--- config.mk ---
export PLATFORM = sky130hd
export DESIGN_NAME = uart_pattern_tx
export DESIGN_NICKNAME = d
export VERILOG_FILES = /design/src/rtl/uart_pattern_pkg.sv /design/src/rtl/uart_tx_core.sv /design/src/rtl/uart_pattern_tx.sv
export SDC_FILE = /design/constraint.sdc
export NUM_CORES = 1
export LEC_CHECK = 0
export ABC_AREA = 1
export CORE_MARGIN = 4
export CORE_UTILIZATION = 37
export DETAILED_ROUTE_END_ITERATION = 10
export GPL_TIMING_DRIVEN = 0
export PLACE_DENSITY = 0.68
export SYNTH_ARGS = -nofsm -noshare
export SYNTH_HDL_FRONTEND = slang
export SYNTH_SLANG_ARGS = --single-unit
--- constraint.sdc ---
create_clock -name clk_i -period 5.2 [get_ports clk_i]
set_clock_uncertainty 0.1 [all_clocks]
set_input_delay 1.56 -clock clk_i [delete_from_list [all_inputs] [get_ports clk_i]]
set_output_delay 1.56 -clock clk_i [all_outputs]
set_load 0.01 [all_outputs]
--- src/rtl/uart_pattern_pkg.sv ---
// Shared types and helpers for the UART pattern generator.
package uart_pattern_pkg;

  localparam logic UART_IDLE_LVL = 1'b1;

  typedef enum logic [1:0] {
    UART_PAR_NONE = 2'b00,
    UART_PAR_EVEN = 2'b01,
    UART_PAR_ODD  = 2'b10
  } uart_par_e;

  typedef enum logic [2:0] {
    ST_IDLE   = 3'd0,
    ST_START  = 3'd1,
    ST_DATA   = 3'd2,
    ST_PARITY = 3'd3,
    ST_STOP   = 3'd4
  } uart_state_e;

  // 2-bit data-bits code (00=5 .. 11=8) to a bit count, clamped to max_bits.
  function automatic int unsigned decode_data_bits(input logic [1:0] code,
                                                   input int unsigned max_bits);
    int unsigned n;
    n = 32'd5 + 32'(code);
    if (n > max_bits) n = max_bits;
    return n;
  endfunction

  // Code 11 is treated like 00 (no parity).
  function automatic uart_par_e decode_parity(input logic [1:0] code);
    case (code)
      2'b01:   return UART_PAR_EVEN;
      2'b10:   return UART_PAR_ODD;
      default: return UART_PAR_NONE;
    endcase
  endfunction

endpackage

--- src/rtl/uart_tx_core.sv ---
// Single-frame UART serializer: bit timer, shift register, parity and
// frame FSM. A new frame is accepted in IDLE or on the final stop-bit cycle,
// so consecutive frames go out with no idle gap.
//
// state     | meaning
// ST_IDLE   | line idle, waiting for frame_valid_i
// ST_START  | driving the start bit (0)
// ST_DATA   | shifting data bits out LSB first
// ST_PARITY | driving the parity bit
// ST_STOP   | driving one or two stop bits (1)
module uart_tx_core
  import uart_pattern_pkg::*;
#(
  parameter int DIV_WIDTH     = 16,
  parameter int MAX_DATA_BITS = 8,
  parameter int NB_W          = $clog2(MAX_DATA_BITS + 1)
) (
  input  logic                     clk_i,
  input  logic                     rst_i,
  input  logic [DIV_WIDTH-1:0]     div_i,
  input  logic [NB_W-1:0]          nbits_i,
  input  uart_par_e                parity_i,
  input  logic                     stop2_i,
  input  logic                     frame_valid_i,
  input  logic [MAX_DATA_BITS-1:0] data_i,
  output logic                     frame_ready_o,
  output logic                     frame_end_o,
  output logic                     busy_o,
  output logic                     tx_o
);

  uart_state_e              state, state_nxt;
  logic [DIV_WIDTH-1:0]     bit_cnt;
  logic [MAX_DATA_BITS-1:0] shreg;
  logic [MAX_DATA_BITS-1:0] mask;
  logic [NB_W-1:0]          bits_left;
  logic                     par_bit;
  logic                     last_stop;
  logic                     bit_end;
  logic                     load;

  assign busy_o        = (state != ST_IDLE);
  assign bit_end       = busy_o && (bit_cnt == '0);
  assign frame_end_o   = (state == ST_STOP) && bit_end && last_stop;
  assign frame_ready_o = (state == ST_IDLE) || frame_end_o;
  assign load          = frame_valid_i && frame_ready_o;

  // Keep only the low N data bits so parity and shifting ignore the rest.
  always_comb begin
    mask = '0;
    for (int i = 0; i < MAX_DATA_BITS; i++) mask[i] = (NB_W'(i) < nbits_i);
  end

  // State register.
  always_ff @(posedge clk_i or posedge rst_i) begin
    if (rst_i) state <= ST_IDLE;
    else       state <= state_nxt;
  end

  // Next-state logic.
  always_comb begin
    state_nxt = state;
    case (state)
      ST_IDLE:   if (frame_valid_i) state_nxt = ST_START;
      ST_START:  if (bit_end) state_nxt = ST_DATA;
      ST_DATA:   if (bit_end && bits_left == NB_W'(1))
                   state_nxt = (parity_i == UART_PAR_NONE) ? ST_STOP : ST_PARITY;
      ST_PARITY: if (bit_end) state_nxt = ST_STOP;
      ST_STOP:   if (frame_end_o) state_nxt = frame_valid_i ? ST_START : ST_IDLE;
      default:   state_nxt = ST_IDLE;
    endcase
  end

  // Serial line level for the current state.
  always_comb begin
    tx_o = UART_IDLE_LVL;
    case (state)
      ST_START:  tx_o = 1'b0;
      ST_DATA:   tx_o = shreg[0];
      ST_PARITY: tx_o = par_bit;
      default:   tx_o = UART_IDLE_LVL;
    endcase
  end

  // Bit timer, shift register, parity and stop-bit tracking.
  always_ff @(posedge clk_i or posedge rst_i) begin
    if (rst_i) begin
      bit_cnt   <= '0;
      shreg     <= '0;
      bits_left <= '0;
      par_bit   <= 1'b0;
      last_stop <= 1'b0;
    end else if (load) begin
      bit_cnt   <= div_i;
      shreg     <= data_i & mask;
      bits_left <= nbits_i;
      par_bit   <= (^(data_i & mask)) ^ (parity_i == UART_PAR_ODD);
      last_stop <= ~stop2_i;
    end else if (busy_o) begin
      bit_cnt <= bit_end ? div_i : bit_cnt - DIV_WIDTH'(1);
      if (bit_end && state == ST_DATA) begin
        shreg     <= shreg >> 1;
        bits_left <= bits_left - NB_W'(1);
      end
      if (bit_end && state == ST_STOP) last_stop <= 1'b1;
    end
  end

endmodule

--- src/rtl/uart_pattern_tx.sv ---
// UART pattern generator: latches configuration on start, feeds an
// arithmetic byte sequence into the serializer, counts frames and ends the
// burst on frame count or a pending stop request.
module uart_pattern_tx
  import uart_pattern_pkg::*;
#(
  parameter int DIV_WIDTH     = 16,
  parameter int CNT_WIDTH     = 16,
  parameter int MAX_DATA_BITS = 8
) (
  input  logic                     clk_i,
  input  logic                     rst_i,
  input  logic                     start_i,
  input  logic                     stop_i,
  input  logic [DIV_WIDTH-1:0]     div_i,
  input  logic [1:0]               data_bits_i,
  input  logic [1:0]               parity_i,
  input  logic                     stop2_i,
  input  logic [MAX_DATA_BITS-1:0] base_i,
  input  logic [MAX_DATA_BITS-1:0] step_i,
  input  logic [CNT_WIDTH-1:0]     count_i,
  output logic                     tx_o,
  output logic                     busy_o,
  output logic                     done_o,
  output logic [CNT_WIDTH-1:0]     frame_cnt_o
);

  localparam int NB_W = $clog2(MAX_DATA_BITS + 1);

  logic [DIV_WIDTH-1:0]     div_q;
  logic [NB_W-1:0]          nbits_q;
  uart_par_e                par_q;
  logic                     stop2_q;
  logic [MAX_DATA_BITS-1:0] step_q;
  logic [CNT_WIDTH-1:0]     count_q;
  logic [MAX_DATA_BITS-1:0] value;
  logic [CNT_WIDTH-1:0]     frame_cnt;
  logic                     active;
  logic                     stop_pend;
  logic                     done;
  logic                     accept;
  logic                     frame_valid;
  logic                     frame_ready;
  logic                     frame_end;
  logic                     core_busy;
  logic                     last_frame;
  logic                     burst_end;

  // active spans from the accepting edge to burst end, one cycle longer at
  // the front than busy_o, so a start pulse is never accepted twice.
  assign accept      = start_i && !active;
  assign last_frame  = (count_q != '0) && ((frame_cnt + CNT_WIDTH'(1)) == count_q);
  assign burst_end   = frame_end && (last_frame || stop_pend || stop_i);
  assign frame_valid = active && !burst_end;

  assign busy_o      = core_busy;
  assign done_o      = done;
  assign frame_cnt_o = frame_cnt;

  // Configuration captured only at an accepted start.
  always_ff @(posedge clk_i or posedge rst_i) begin
    if (rst_i) begin
      div_q   <= '0;
      nbits_q <= '0;
      par_q   <= UART_PAR_NONE;
      stop2_q <= 1'b0;
      step_q  <= '0;
      count_q <= '0;
    end else if (accept) begin
      div_q   <= div_i;
      nbits_q <= NB_W'(decode_data_bits(data_bits_i, MAX_DATA_BITS));
      par_q   <= decode_parity(parity_i);
      stop2_q <= stop2_i;
      step_q  <= step_i;
      count_q <= count_i;
    end
  end

  // Value sequence advances each time the serializer takes a frame.
  always_ff @(posedge clk_i or posedge rst_i) begin
    if (rst_i)                            value <= '0;
    else if (accept)                      value <= base_i;
    else if (frame_valid && frame_ready)  value <= value + step_q;
  end

  // Burst control: active flag, sticky stop, frame counter and done pulse.
  always_ff @(posedge clk_i or posedge rst_i) begin
    if (rst_i) begin
      active    <= 1'b0;
      stop_pend <= 1'b0;
      frame_cnt <= '0;
      done      <= 1'b0;
    end else begin
      done <= burst_end;
      if (accept) begin
        active    <= 1'b1;
        stop_pend <= 1'b0;
        frame_cnt <= '0;
      end else begin
        if (frame_end) frame_cnt <= frame_cnt + CNT_WIDTH'(1);
        if (burst_end) begin
          active    <= 1'b0;
          stop_pend <= 1'b0;
        end else if (stop_i && core_busy) begin
          stop_pend <= 1'b1;
        end
      end
    end
  end

  uart_tx_core #(
    .DIV_WIDTH     (DIV_WIDTH),
    .MAX_DATA_BITS (MAX_DATA_BITS)
  ) u_core (
    .clk_i         (clk_i),
    .rst_i         (rst_i),
    .div_i         (div_q),
    .nbits_i       (nbits_q),
    .parity_i      (par_q),
    .stop2_i       (stop2_q),
    .frame_valid_i (frame_valid),
    .data_i        (value),
    .frame_ready_o (frame_ready),
    .frame_end_o   (frame_end),
    .busy_o        (core_busy),
    .tx_o          (tx_o)
  );

endmodule

# ---- Word-level counts from Yosys, hierarchy flattened
# Index checks and enable logic that the tools add are counted.
dict set report totals {
  out_inout_bits 19
  inputBits 57
  ff_bits 107
  word_cells 112
}
dict set report classes {
  eq_ne 14
  bitwise 3
  muxes 32
  reduce_logical 32
  n_lt_le_gt_ge 9
  addsub 5
}
# operator n
set op_table {}
lappend op_table {{$mux 16} 5}
lappend op_table {{$mux 8} 5}
lappend op_table {{$mux 3} 6}
lappend op_table {{$add 16x1->16 const B} 1}
lappend op_table {{$eq 16x16->1} 1}
lappend op_table {{$logic_not 16->1} 1}
lappend op_table {{$lt 3x4->1 const A} 4}
lappend op_table {{$mux 4} 4}
lappend op_table {{$reduce_bool 16->1} 1}
lappend op_table {{$sub 16x1->16 const B} 1}
lappend op_table {{$pmux 3 s5} 1}
lappend op_table {{$reduce_bool 2->1} 6}
lappend op_table {{$logic_and 1x1->1} 11}
lappend op_table {{$mux 1} 9}
lappend op_table {{$add 8x8->8} 1}
lappend op_table {{$and 8x8->8} 1}
lappend op_table {{$lt 1x4->1 const A} 2}
lappend op_table {{$lt 2x4->1 const A} 2}
lappend op_table {{$ne 2x1->1 const B} 4}
lappend op_table {{$reduce_xor 8->1} 1}
lappend op_table {{$eq 3x2->1 const B} 2}
lappend op_table {{$reduce_bool 3->1} 2}
lappend op_table {{$reduce_and 5->1} 1}
lappend op_table {{$add 3x2->4 const A} 1}
lappend op_table {{17 further kinds} 22}

# ---- Logic depth before layout (Yosys ltp)
dict set report depth {
  depth_word 11
  ltp_mapped 21
  mapped_depth_nobuf 19
}

# ---- Modules after synthesis
# A second synthesis with hierarchy kept.
dict set report hier_totals {
  cells_unflattened 1004
  hier_area_um2 6801.5
}
# module cells_per_inst area_per_inst_um2 n_inst
set modules_own_cells {}
lappend modules_own_cells {uart_pattern_tx 538 3963.8 1}
lappend modules_own_cells {uart_tx_core 466 2837.7 1}

# ---- Worst setup path after synthesis
# Ideal clock, no wire load.
dict set report synth_timing {
  kind {input to register}
  from {input port start_i}
  to {register frame_cnt[0], in the netlist frame_cnt_o[0]}
  cell_stages 6
  setup_ns 0.138
  t_required_ns 4.962
  slack_ns 2.408
  arrival_ns 2.554
  path_cell_list {inv_1 -> nor2_1 -> inv_1 -> nand2_1 -> clkbuf_1 -> mux2i_1}
}
dict set report synth_via {
  elab_chain_len 2
  elab_cells_between_ends 3
  classes_between {mux (1); reduce/logical (2)}
}
# element line
set synth_rtl {}
lappend synth_rtl {{from (decl)} uart_pattern_tx.sv:13} ;# input logic start_i,
lappend synth_rtl {{$logic_and 1x1->1 *} uart_pattern_tx.sv:51} ;# assign accept = start_i && !active;
lappend synth_rtl {{$mux 16 or $reduce_bool 2->1 (tied branches)} -}
lappend synth_rtl {{to (signal assigned)} uart_pattern_tx.sv:100} ;# if (frame_end) frame_cnt <= frame_cnt + CNT_WIDTH'(1);
lappend synth_rtl {{to (decl)} uart_pattern_tx.sv:37} ;# logic [CNT_WIDTH-1:0] frame_cnt;
# Mark *: on every way between the ends. The rest lies on a longest branch, timed or not.
# A chain may end at the register's enable or synchronous reset.

# ---- Worst setup path in the final report
dict set report layout_timing {
  from {input port start_i}
  to {register frame_cnt[15], in the netlist frame_cnt_o[15]}
}
# The elaborated chain is that of the path after synthesis.

==> impl_metrics.toml <==
[cts]
cts_buffers = 9
clockRootBuffer = "clkbuf_16"
htreeDepth = 3
ctsLongestPathBuffers = 2
ctsResizeCount = 0
postCtsHoldBufs = 0
post-cts-setup-buffer-count = 0
cts_tree = "yes"
clock_latency_ns = 0.36
clkTransAtPathRegs_ns = 0.07
clock_sinks = 107

[setup_path]
critPathLaunchType = "input port"
required_ns = 5.32
critPathKind = "input port to flop"
cp-end-kind = "flop"
critPathArrivalTime_ns = 3.90
critPathMaxFanout = 10

[sta]
fin_crit_sh_pct = 72.65
drv_slew = 0
setup_ws_ns = 1.422
worst_pin_slew_ns = 0.8427
slew_headroom_pct = 43.61
finalCriticalPeriod_ns = 3.778
grt_setup_unrepaired = "no"
setup_viol_count_final = 0
finalHoldViolCount = 0
max_freq_ghz = 0.2647
holdWs_ns = 0.3862

[power]
p_seq_share_pct = 37.0
switching_share_pct = 42.08
finalPower_mw = 3.878
p_int_mw = 2.246
power_frac_comb_pct = 44.8
p_switching_mw = 1.632
leakage_nw = 3.659
power_density_mw_per_mm2 = 500.0
clkPwrFrac_pct = 18.2
ir_drop_mv = 0.2120

[synth]
synth_cells = 880
synth_xor_xnor_area_share_pct = 5.294
syn-num-nets = 951
synth_warnings = 0
synth-simple-area-share_pct = 34.05
synth_compound_area_share_pct = 8.517
ys_ff_latch = 107
synth_cell_types = 39
yosysSeqAreaShare_pct = 41.81
netlist_area_sq_mm = 0.006405
synth_mux_area_share_pct = 0.1563
synth_top_family_by_area = "simple AND/OR/NAND/NOR gates"
synth-adder-area-share_pct = 2.852
syn_area_per_cell_sq_um = 7.278

[hold_path]
hp-class = "flop to flop"

[placed_design]
placed_area_sq_mm = 0.007461
post-dp-hpwl_um = 12930
pre_cts_slack_ns = 1.098
place_congestion = 0.8735
portBuffers = 75

[layout]
stdcell_area_sq_mm = 0.007755
regArea_sq_mm = 0.002678
antenna_cells = 0
n_fill_cell = 1711
multiInputGateArea_sq_mm = 0.003258
area_delta_synth_final_pct = 21.08
drive_above_1_share_pct = 5.967
finalNetCount = 1038

[route]
routed_wl_um = 17610
drtIter0Drc = 390
vias = 5940
ant_nets = 0
dr.pass1.iters = 6
drc = 0
wl_per_cell_um = 14.77
viasPerCell = 4.983

[floorplanning]
dieArea_sq_mm = 0.01948
core_sq_mm = 0.01676
io_pins = 76
start_util_pct = 38.22
rows = 47
die_width_um = 139.6
die-height_um = 139.6

[global_routing]
use_met2_pct = 28.96
grt_max_degree = 63
antenna_found_initial = 0
grt_util_met1_pct = 25.69
grt-ovfl-total = 0
grt_pass1_vias = 5656
grt.total_usage_pct = 18.39
grt_pass1_wl_um = 28730
grt_util_met3_pct = 4.322
busiest_layer = "met2"

[job]
maxCapViolations = 0

[status]
status = "complete, no violations"
metrics by stage:
step / util, % / setup TNS, ns / instances
2_1_floorplan: - / 0 / 880
3_3_place_gp: 44.34 / -114.66 / 1175
3_5_place_dp: 44.52 / 0 / 1176
4_1_cts: 46.27 / 0 / 1192
5_1_grt: 46.27 / 0 / 1192
6_report: 46.27 / 0 / 1192
synthesized netlist by cell type:
master	number	area share [%]
buf_2	9	0.70
or2_2	3	0.29
nor2_1	85	5.0
nand3_1	59	4.6
and3_1	1	0.098
xor2_1	22	3.0
o21ai_0	55	4.3
nand2_4	3	0.53
xnor2_1	9	1.2
clkinv_1	1	0.059
nand2_1	299	18
xnor3_1	3	1.1
nor3b_2	1	0.20
nand2_2	5	0.49
inv_2	5	0.29
ha_1	13	2.5
dfrtp_1	107	42
a21o_1	1	0.12
nor2_2	6	0.59
o21bai_1	5	0.59
nor2_4	3	0.53
a21oi_1	8	0.63
mux2i_1	1	0.16
nor4_2	1	0.20
nand3_4	1	0.27
buf_1	4	0.23
buf_4	4	0.47
nand4_1	33	3.2
o22ai_1	12	1.2
nor4_1	1	0.098
clkbuf_1	14	0.82
o21ai_1	12	0.94
inv_1	81	4.7
nor3_1	4	0.31
fa_1	1	0.31
nand3b_1	1	0.12
a31oi_1	2	0.20
o211ai_1	2	0.23
o31ai_1	3	0.35
worst max-delay path, stage by stage:
cell	delay [ns]
clkdlybuf4s50_1	0.46
inv_1	0.05
nor2_1	0.64
inv_1	0.28
nand2_1	0.26
clkbuf_1	0.49
o22ai_1	0.16
cells in the final DEF (no fill, tap or decap), types with 4 or more instances in the layout:
cell / netlist / layout
xor2_1: 22 / 22
xnor2_1: 9 / 9
a21oi_1: 8 / 8
buf_2: 9 / 9
nand2_1: 299 / 299
ha_1: 13 / 13
buf_4: 4 / 4
clkbuf_1: 14 / 15
nor2_1: 85 / 85
inv_1: 81 / 80
clkdlybuf4s50_1: 0 / 75
nand2_2: 5 / 5
o21ai_0: 55 / 55
dfrtp_1: 107 / 107
nand4_1: 33 / 33
o22ai_1: 12 / 12
buf_1: 4 / 4
nor3_1: 4 / 4
inv_2: 5 / 5
nor2_2: 6 / 6
nand3_1: 59 / 59
o21ai_1: 12 / 12
o21bai_1: 5 / 5
clkbuf_16: 0 / 9
power by group through the flow:
stage	combinational (mW)	sequential, mW	clock (mW)
detailed placement	1.74	1.44	0
CTS	1.74	1.43	0.720
finish	1.74	1.44	0.705
global placement	1.70	1.44	0
global route	2.02	1.48	0.751
floorplan	1.36	1.37	0
final cells by class:
cell class,count,area share [%]
clock inverter,6,0.8390
sequential,107,34.53
buffer,31,1.839
multi-input combinational,655,42.01
tap,220,3.550
inverter,87,4.243
clock buffer,10,2.953
timing repair buffer,76,10.04
flip-flops by register name, indices dropped and copies added, names as in the netlist, 2 cells and up:
| signal | flops |
|---|---|
| count_q | 16 |
| par_q | 2 |
| frame_cnt_o | 16 |
| step_q | 8 |
| u_core.state | 3 |
| u_core.bits_left | 4 |
| u_core.bit_cnt | 16 |
| nbits_q | 4 |
| div_q | 16 |
| value | 8 |
| u_core.shreg | 8 |
kinds of logic (layout without fill, tap and decap cells):
logic type / after synthesis / count (layout)
flops: 107 / 107
xor+xnor: 34 / 34
simple gates: 506 / 506
buf+inv: 118 / 210
fa+ha+maj: 14 / 14
mux: 1 / 1
compound gates: 100 / 100
layer usage:
| metal | wire length, um | up-vias |
|---|---|---|
| li1 | - | 2989 |
| met1 | 8353 | 2751 |
| met2 | 7964 | 176 |
| met3 | 1064 | 24 |
| met4 | 228 | 0 |
| met5 | 0 | - |
final timing paths:
| path | cells after the start | start | slack (ns) | end |
|---|---|---|---|---|
| worst max-delay path | 7 | start_i | 1.42 | frame_cnt_o[15] |
| worst min-delay path | 2 | step_q[2] | 0.39 | step_q[2] |
| worst max register to register | 19 | frame_cnt_o[0] | 2.30 | u_core.bit_cnt[2] |
| worst min register to register | 2 | step_q[2] | 0.39 | step_q[2] |
| max in group asynchronous | 3 | rst_i | 2.65 | u_core.shreg[2] |
| min in group asynchronous | 2 | rst_i | 1.63 | frame_cnt_o[5] |
(Power assumes the default switching activity.)
